<file path="config.mk">
export PLATFORM = sky130hd
export DESIGN_NAME = pc_fetch_unit
export DESIGN_NICKNAME = d
export VERILOG_FILES = /design/src/rtl/pc_fetch_unit.sv
export SDC_FILE = /design/constraint.sdc
export NUM_CORES = 1
export LEC_CHECK = 0
export CORE_MARGIN = 2
export CORE_UTILIZATION = 35
export CTS_BUF_LIST = sky130_fd_sc_hd__clkbuf_4
export DETAILED_ROUTE_END_ITERATION = 8
export GPL_ROUTABILITY_DRIVEN = 0
export GPL_TIMING_DRIVEN = 0
export MAX_ROUTING_LAYER = met4
export PLACE_DENSITY_LB_ADDON = 0.2
export SLEW_MARGIN = 15
export SYNTH_ARGS = -nofsm -noshare
export SYNTH_HDL_FRONTEND = slang
export SYNTH_SLANG_ARGS = --single-unit
</file>
<file path="constraint.sdc">
create_clock -name clk -period 3.2 [get_ports clk]
set_input_delay 0.96 -clock clk [delete_from_list [all_inputs] [get_ports clk]]
set_output_delay 0.96 -clock clk [all_outputs]
set_load 0.005 [all_outputs]
</file>
<file path="src/rtl/pc_fetch_unit.sv">
// PC register and single-outstanding instruction-fetch sequencer with a
// one-entry output buffer towards decode; supports stall and redirect/flush.
module pc_fetch_unit #(
  parameter int unsigned     PC_W     = 16,
  parameter int unsigned     INSTR_W  = 32,
  parameter logic [PC_W-1:0] RESET_PC = '0,
  parameter int unsigned     PC_STEP  = 1
) (
  input  logic               clk,
  input  logic               rst,
  input  logic [PC_W-1:0]    pc_next,
  input  logic               pc_redirect,
  input  logic               stall,
  output logic               imem_req,
  output logic [PC_W-1:0]    imem_addr,
  input  logic               imem_gnt,
  input  logic               imem_rvalid,
  input  logic [INSTR_W-1:0] imem_rdata,
  output logic [PC_W-1:0]    pc,
  output logic               instr_valid,
  output logic [INSTR_W-1:0] instr,
  output logic [PC_W-1:0]    instr_pc
);

  typedef enum logic [1:0] {
    S_REQ  = 2'd0,
    S_WAIT = 2'd1,
    S_DROP = 2'd2
  } state_e;

  state_e             state_q, state_d;
  logic [PC_W-1:0]    pc_q, pc_d;
  logic               valid_q, valid_d;
  logic [INSTR_W-1:0] instr_q, instr_d;
  logic [PC_W-1:0]    instr_pc_q, instr_pc_d;
  logic               req;

  // A request is only issued when the buffer is empty or draining this cycle,
  // so the buffer is guaranteed empty whenever a response lands in S_WAIT.
  assign req = (state_q == S_REQ) && !rst && !pc_redirect && (!valid_q || !stall);

  always_comb begin
    state_d    = state_q;
    pc_d       = pc_q;
    valid_d    = valid_q;
    instr_d    = instr_q;
    instr_pc_d = instr_pc_q;

    if (pc_redirect) begin
      pc_d    = pc_next;
      valid_d = 1'b0;
      if (state_q != S_REQ) begin
        state_d = imem_rvalid ? S_REQ : S_DROP;
      end
    end else begin
      if (valid_q && !stall) begin
        valid_d = 1'b0;
      end
      case (state_q)
        S_REQ: begin
          if (req && imem_gnt) begin
            state_d = S_WAIT;
          end
        end
        S_WAIT: begin
          if (imem_rvalid) begin
            instr_d    = imem_rdata;
            instr_pc_d = pc_q;
            valid_d    = 1'b1;
            pc_d       = pc_q + PC_W'(PC_STEP);
            state_d    = S_REQ;
          end
        end
        S_DROP: begin
          if (imem_rvalid) begin
            state_d = S_REQ;
          end
        end
        default: state_d = S_REQ;
      endcase
    end
  end

  always_ff @(posedge clk) begin
    if (rst) begin
      state_q    <= S_REQ;
      pc_q       <= RESET_PC;
      valid_q    <= 1'b0;
      instr_q    <= '0;
      instr_pc_q <= '0;
    end else begin
      state_q    <= state_d;
      pc_q       <= pc_d;
      valid_q    <= valid_d;
      instr_q    <= instr_d;
      instr_pc_q <= instr_pc_d;
    end
  end

  assign imem_req    = req;
  assign imem_addr   = pc_q;
  assign pc          = pc_q;
  assign instr_valid = valid_q;
  assign instr       = instr_q;
  assign instr_pc    = instr_pc_q;

endmodule
</file>
Yosys cells after proc, flatten, opt, wreduce, memory -nomap -nowiden
Cells that the tools add are included.

cells by class
  add/sub/neg operators = 1
  equal/unequal tests = 5
  muxes and demuxes = 12
  bitwise gates (word level) = 1
  reduce and logical (&&, ||, !) cells = 19

operators with widths
  cell                                                              count
  16-bit 2-to-1 mux                                                 3
  16-bit by 1-bit adder with 16-bit output (second input constant)  1
  2-bit 2-to-1 mux                                                  5
  3-bit AND reduction                                               2
  2-bit nonzero test                                                3
  1-bit logical AND                                                 5
  1-bit zero test                                                   4
  2-bit one-hot mux with 2 select lines                             1
  2-bit OR reduction                                                2
  1-bit 2-to-1 mux                                                  3
  3-bit by 1-bit != test with 1-bit output (second input constant)  1
  3-bit by 2-bit != test with 1-bit output (second input constant)  1
  2-bit by 1-bit == test with 1-bit output (second input constant)  1
  2-bit == test (second input constant)                             1
  2-bit zero test                                                   1
  2-bit by 1-bit != test with 1-bit output (second input constant)  1
  2-bit AND reduction                                               1
  1-bit logical OR                                                  1
  1-bit NOT                                                         1

storage, ports and cells
  flip-flop bits (word level) = 67
  bits of input ports = 54
  output and inout port bits = 82
  word-level logic and storage cells = 43

Depth between registers and ports, before layout
Gate-level depths: netlist (run 1).

  depth after elaboration = 8
  gate-level depth with buffers = 8

Least setup slack after synthesis (run 1)
Ideal clock, no wire load.

  path kind = input to output
  start point = input port rst
  end point = output port imem_req
  data arrival time = 1.386 ns
  path slack = 0.854 ns
  stages on the path = 3
  buffers on the path = 1
  path through = clkbuf_1 -> nor2_1 -> and3_1

between the ends
  word-level cells in the longest chain between the ends = 4

ends and longest elaborated chain
  element                         line  source
  start: declaration              10    input logic rst,
  1-bit zero test                 40    assign req = (state_q == S_REQ) && !rst && !pc_redirect && (!valid_q || !stall);
  1-bit logical AND (3 in a row)  40
  end: declaration                14    output logic imem_req,

No other way between the ends.

Worst setup path in the final report (run 1)
  start point = input port stall
  end point = output port imem_req

between the ends
  word-level cells in the longest chain between the ends = 3

ends and longest elaborated chain
  element             line  source
  start: declaration  13    input logic stall,
  1-bit zero test     40
  1-bit logical OR    40
  1-bit logical AND   40

No other way between the ends.

==> summary.txt, run 1 <==
Status
  • Status: completed

Synthesis
  • Post-synthesis async set-or-reset flop share: 0%
  • Register bit total from synthesis: 67
  • Post-synth EDFFs: 0
  • Synth Area in Compound Gates: 15.4%
  • Synth Area in XOR/XNOR: 3.01%
  • Area of the mapped netlist: 2910 µm²
  • Most used DFF post-synth: dfxtp_1
  • Syn_nets: 417
  • Cell accounting for the most synthesized area: dfxtp_1
  • Post-Syn Instances: 360
  • Post-synthesis simple-gate area fraction: 25.3%
  • Register area share after synthesis: 46.0%
  • Mean Syn Cell Area: 8.09 µm²
  • Synth Warn #: 0
  • Multiplexer share of the synthesized area: 0%
  • Main combinational cell family by area after synthesis: simple AND/OR/NAND/NOR gates
  • Post-synthesis adder-cell area fraction: 1.29%
  • Synth top area cells: dfxtp_1, nand2_1, a21oi_1
  • Post-synth cell types: 40
  • Post-synth top area share: 46.0%

Route
  • Via-per-instance ratio: 4.68
  • Routed wire length: 8040 µm
  • DRT antenna net count: 0
  • Routed vias: 2,876
  • Routed wire per std cell: 13.1 µm
  • First-pass iteration count of the detailed router: 4
  • Starting DRT DRC Count: 96
  • DRC violations left: 0

Placement
  • Final HPWL DP: 6030 µm
  • Placed Instances: 598
  • I/O Buffers: 133

GRT
  • Total Routing Usage GR: 18.3%
  • Vias in the first global route: 2,643
  • Largest net degree at the start of global routing: 13
  • Grt total ovfl: 0
  • First-pass GRT wire length: 12,600 µm
  • Initial antenna violation count: 0

Critical path
  • CP max stage delay: 0.51 ns
  • Reg-to-Reg End: instr_pc[10]
  • Critical path's slowest cell: clkdlybuf4s50_1
  • Cells along the critical path: clkdlybuf4s50_1 > nand2_1 > and3_1 > clkdlybuf4s50_1
  • CP required: 2.24 ns
  • CP max FO: 3
  • Worst Setup End Kind: output port
  • Reg2reg setup slack: 1.36 ns
  • CP Launch Type: input port
  • Critical Path Most Common Cell: clkdlybuf4s50_1
  • Crit path kind: in2out
  • R2R Path Start: state_q[1]
  • Worst-case reg-to-reg path depth: 8
  • Crit path arrival time: 2.12 ns

STA
  • Relative slew slack: 61.9%
  • Fin crit period: 3.08 ns
  • Final Hold Viols: 0
  • Max-slew violations: 0
  • Final Skew: 0.0139 ns
  • Final hold slack: 0.462 ns
  • Max Clock Freq: 0.324 GHz
  • RSZ-0062 raised after global routing: false
  • Final worst path period share: 96.3%
  • Post-Route Setup TNS: 0 ns
  • Final Setup Violations: 0
  • Worst-Margin Slew: 0.572 ns

Floorplanning
  • # IOs: 136
  • Core ar.: 8130 µm²
  • Die height: 95.2 µm
  • Die Area: 9070 µm²
  • Initial Util: 35.8%
  • Die W: 95.2 µm
  • Row cnt: 33

Cells and area
  • Layout Cells excl Fill: 614
  • NumNets Final: 561
  • Diodes inserted: 0
  • # fillers: 789
  • Layout area overhead: 55.7%
  • Share of cells above drive strength 1: 10.2%
  • Core Util, Final: 55.8%

CTS
  • CTS Root Cell: clkbuf_4
  • CTS buffer count: 9
  • # hold bufs at CTS: 0
  • Bufs on Longest Clock Path: 2
  • CTS H-tree lvls: 3
  • Setup bufs post-CTS: 0
  • Worst-Skew Late Latency: 0.40 ns
  • Clock slew at reported path FFs: 0.11 ns
  • CTS sink count: 67
  • CTS tree: built

Power
  • Lkg Pwr: 1.57 nW
  • Pwr per Cell Area: 389 nW/µm²
  • Max VDD drop: 0.000189 V

Min path
  • HP Class: reg2reg
  • WHS Path Cells: 2
  • Hold Path End: instr[7]
  • Worst min-delay path startpoint: instr[7]

Run
  • Max_cap viols: 0
==> worst max-delay path by stage <==
| stage | from | end | slack (ns) | cells past startpoint |
|---|---|---|---|---|
| 2_1_floorplan | rst | imem_req | 0.85 | 3 |
| 3_3_place_gp | pc_redirect | imem_req | -0.09 | 4 |
| 3_5_place_dp | pc_redirect | imem_req | -0.11 | 4 |
| 4_1_cts | stall | imem_req | 0.11 | 4 |
| 5_1_grt | stall | imem_req | 0.08 | 4 |
| 6_report | stall | imem_req | 0.12 | 4 |
==> sequential cells by signal, summed over array words and instances (netlist names) <==
signal       count
instr           32
instr_pc        16
state_q          2
instr_valid      1
imem_addr       16
==> routing by layer <==
metal	vias up	wire length (µm)	track usage, %
li1	1470	-	-
met2	94	3700	27.9
met1	1298	3640	23.2
met4	0	140	7.13
met3	14	564	4.51
met5	-	0	-
==> per-stage QoR <==
| stage | worst slack, ns | power [mW] | cell area (µm²) |
|---|---|---|---|
| after CTS | 0.105 | 1.79 | 4540 |
| final | 0.118 | 1.76 | 4540 |
| after detailed placement | -0.114 | 1.16 | 4380 |
| after global placement | -0.0894 | 1.16 | 4380 |
| after floorplan | 0.854 | 1.00 | 2910 |
| after global routing | 0.0788 | 1.85 | 4540 |
==> worst max-delay path, delay by kind of cell <==
kind / cells / cell delay (ns)
simple gates: 2 / 0.24
buf+inv: 2 / 0.91
==> synthesized netlist by cell type (2+ instances only) <==
master	instances
a211oi_1	6
buf_4	18
o21ai_0	5
a311oi_1	3
a21oi_1	54
nor2_1	16
dfxtp_1	67
buf_2	6
nand3_2	2
or3_1	3
clkbuf_1	13
xnor2_1	10
nand4_1	2
inv_1	8
nand2_1	108
nor4_4	3
a31oi_1	3
ha_1	3
nor3_1	5
nand3_1	3
nor2b_1	2
o31a_1	2
==> cell usage in the layout (no fill, tap or decap), types with 2 or more instances in the layout <==
master	Yosys	final
clkdlybuf4s50_1	0	132
nand2_1	108	108
dfxtp_1	67	67
a21oi_1	54	54
buf_4	18	18
nor2_1	16	15
clkbuf_1	13	13
xnor2_1	10	10
clkbuf_4	0	9
inv_1	8	8
buf_2	6	6
a211oi_1	6	6
o21ai_0	5	5
nor3_1	5	5
nand3_1	3	3
a31oi_1	3	3
nor4_4	3	3
or3_1	3	3
a311oi_1	3	3
ha_1	3	3
nor2b_1	2	2
nand4_1	2	2
nand3_2	2	2
o31a_1	2	2
bufinv_16	0	2
clkinvlp_4	0	2
==> cell type report <==
| class | count | area, µm² | share of cell area, % |
|---|---|---|---|
| Clock buffer | 9 | 67.6 | 1.49 |
| Inverter | 9 | 33.8 | 0.744 |
| Clock inverter | 7 | 92.6 | 2.04 |
| Tap cell | 105 | 131 | 2.89 |
| Multi-Input combinational cell | 245 | 1310 | 28.9 |
| Sequential cell | 67 | 1340 | 29.6 |
| Timing Repair Buffer | 133 | 1330 | 29.3 |
| Buffer | 39 | 229 | 5.05 |
==> repair_timing <==
action	CTS	global route
gates resized for setup	2	0
endpoints found under the hold margin	0	0
endpoints found under the setup margin	1	0
==> kinds of logic after synthesis <==
group / Yosys count
XOR/XNOR: 10
buffers and inverters: 48
AND/OR/NAND/NOR: 154
AO/OA/AOI/OAI: 78
flip-flops: 67
adder cells (fa/ha/maj): 3
==> report_power, final <==
part / internal [mW] / switching (mW) / leakage, nW
logic: 0.160 / 0.0914 / 0.944
registers: 0.856 / 0.0338 / 0.544
clock network: 0.314 / 0.309 / 0.0796
total: 1.33 / 0.434 / 1.57
Power figures use the tool's default switching activity.
==> inputs of run 2 (changes only) <==
CORE_MARGIN = default   (was 2)
PLACE_DENSITY = 0.82   (was default)
PLACE_DENSITY_LB_ADDON = default   (was 0.2)
==> summary.txt, run 2 (synthesis gave the netlist of run 1 again) <==
Critical path
  • Worst Setup End Kind: output port
  • CP max FO: 3
  • R2R Path Start: state_q[0]
  • Reg-to-Reg End: imem_addr[13]
  • CP required: 2.24 ns
  • Reg2reg setup slack: 1.34 ns
  • Worst-case reg-to-reg path depth: 5
  • Crit path arrival time: 2.12 ns
  • Crit path kind: in2out
  • CP Launch Type: input port

Floorplanning
  • Die height: 93.2 µm
  • # IOs: 136
  • Row cnt: 32
  • Initial Util: 36.9%
  • Die Area: 8690 µm²
  • Die W: 93.2 µm
  • Core ar.: 7890 µm²

Cells and area
  • NumNets Final: 561
  • # fillers: 710
  • Diodes inserted: 0
  • Share of cells above drive strength 1: 10.4%
  • Commonest cells after routing, fill and taps aside: clkdlybuf4s50_1, nand2_1, dfxtp_1
  • Max FFs per register: 32
  • Fin area: 4540 µm²
  • Commonest non-fill, non-tap cell in the layout: clkdlybuf4s50_1
  • Layout area overhead: 55.9%

Power
  • Lkg Pwr: 1.58 nW
  • Pwr per Cell Area: 394 nW/µm²
  • Clock network power share: 36.2%
  • Comb pwr share: 14.2%
  • Seq pwr share: 49.7%
  • Max VDD drop: 0.000307 V
  • Internal power: 1.34 mW
  • Net load switching power: 452 µW
  • Switch share: 25.2%

Route
  • Routed wire per std cell: 13.5 µm
  • First-pass iteration count of the detailed router: 4
  • DRC violations left: 0
  • Routed vias: 2,973
  • DRT antenna net count: 0
  • Via-per-instance ratio: 4.87
  • Routed wire length: 8270 µm
  • Starting DRT DRC Count: 116

CTS
  • CTS H-tree lvls: 3
  • Bufs on Longest Clock Path: 2
  • Worst-Skew Late Latency: 0.41 ns
  • CTS tree: built
  • CTS buffer count: 9
  • CTS Root Cell: clkbuf_4
  • Clock slew at reported path FFs: 0.10 ns
  • CTS sink count: 67

STA
  • RSZ-0062 raised after global routing: false
  • Final Setup Violations: 0
  • Max-slew violations: 0
  • Worst-Margin Slew: 0.545 ns
  • Setup WS post-layout: 0.117 ns
  • Fin crit period: 3.08 ns
  • Final Hold Viols: 0
  • Max Clock Freq: 0.324 GHz
  • Relative slew slack: 63.7%
  • Final Skew: 0.0196 ns
  • Final hold slack: 0.460 ns
  • Final worst path period share: 96.3%

Min path
  • Hold Path End: instr_pc[2]
  • WHS Path Cells: 2
  • Worst min-delay path startpoint: instr_pc[2]
  • HP Class: reg2reg

Run
  • Max_cap viols: 0

GRT
  • Largest net degree at the start of global routing: 14
  • Total Routing Usage GR: 20.3%
  • First-pass GRT wire length: 13,500 µm
  • Vias in the first global route: 2,947
  • Initial antenna violation count: 0
  • Grt total ovfl: 0

Placement
  • I/O Buffers: 133
  • Placed Area: 4370 µm²
  • Pre-CTS setup slack: -0.107 ns
  • Final HPWL DP: 6150 µm

Status
  • Status: completed
run 2: cell types whose count changed in the layout (fill, tap and decap cells not counted), sizes merged:
cell / change
inv: +1
clkinvlp: -1
run 2: metrics by stage:
stage / util (%) / TNS [ns] / power [mW] / std cells
3_5_place_dp: 55.4 / -0.107 / 1.16 / 595
6_report: 57.6 / 0 / 1.79 / 611
5_1_grt: 57.6 / 0 / 1.86 / 611
3_3_place_gp: 55.4 / -0.0945 / 1.15 / 595
4_1_cts: 57.6 / 0 / 1.81 / 611
2_1_floorplan: - / 0 / 1.00 / 360
run 2: worst max-delay path by stage:
stage	startpoint	endpoint	slack (ns)	depth (start not counted)
6_report	stall	imem_req	0.12	4
5_1_grt	stall	imem_req	0.06	4
4_1_cts	stall	imem_req	0.11	4
3_5_place_dp	pc_redirect	imem_req	-0.11	4
3_3_place_gp	pc_redirect	imem_req	-0.09	4
2_1_floorplan	rst	imem_req	0.85	3
run 2: repair_timing:
| item | 4_1_cts | 5_1_grt |
|---|---|---|
| hold buffers | 0 | 0 |
| setup endpoints to repair | 1 | 0 |
| resized for setup | 2 | 0 |
| buffers inserted | 0 | 0 |
run 2: power groups by stage:
stage	logic [mW]	registers, mW	clock network, mW
finish	0.254	0.890	0.648
detailed placement	0.253	0.908	0
global placement	0.247	0.907	0
global route	0.275	0.895	0.696
CTS	0.255	0.890	0.664
floorplan	0.0980	0.902	0
run 2: routing by layer:
layer,up-vias,track usage [%],wire [µm]
met4,0,7.56,175
met3,16,5.77,603
met1,1360,23.3,3480
met5,-,-,0
met2,116,33.8,4010
li1,1481,-,-
run 2: critical path, cell delays in order:
cell	delay, ns
clkdlybuf4s50_1	0.41
nand2_1	0.09
and3_1	0.16
clkdlybuf4s50_1	0.51
run 2: cell type report:
| type | instances | area (µm²) | share of cell area, % |
|---|---|---|---|
| Inverter | 9 | 33.8 | 0.744 |
| Clock buffer | 9 | 67.6 | 1.49 |
| Multi-Input combinational cell | 245 | 1310 | 28.9 |
| Sequential cell | 67 | 1340 | 29.5 |
| Clock inverter | 7 | 101 | 2.23 |
| Buffer | 39 | 229 | 5.04 |
| Timing Repair Buffer | 133 | 1330 | 29.3 |
| Tap cell | 102 | 128 | 2.81 |
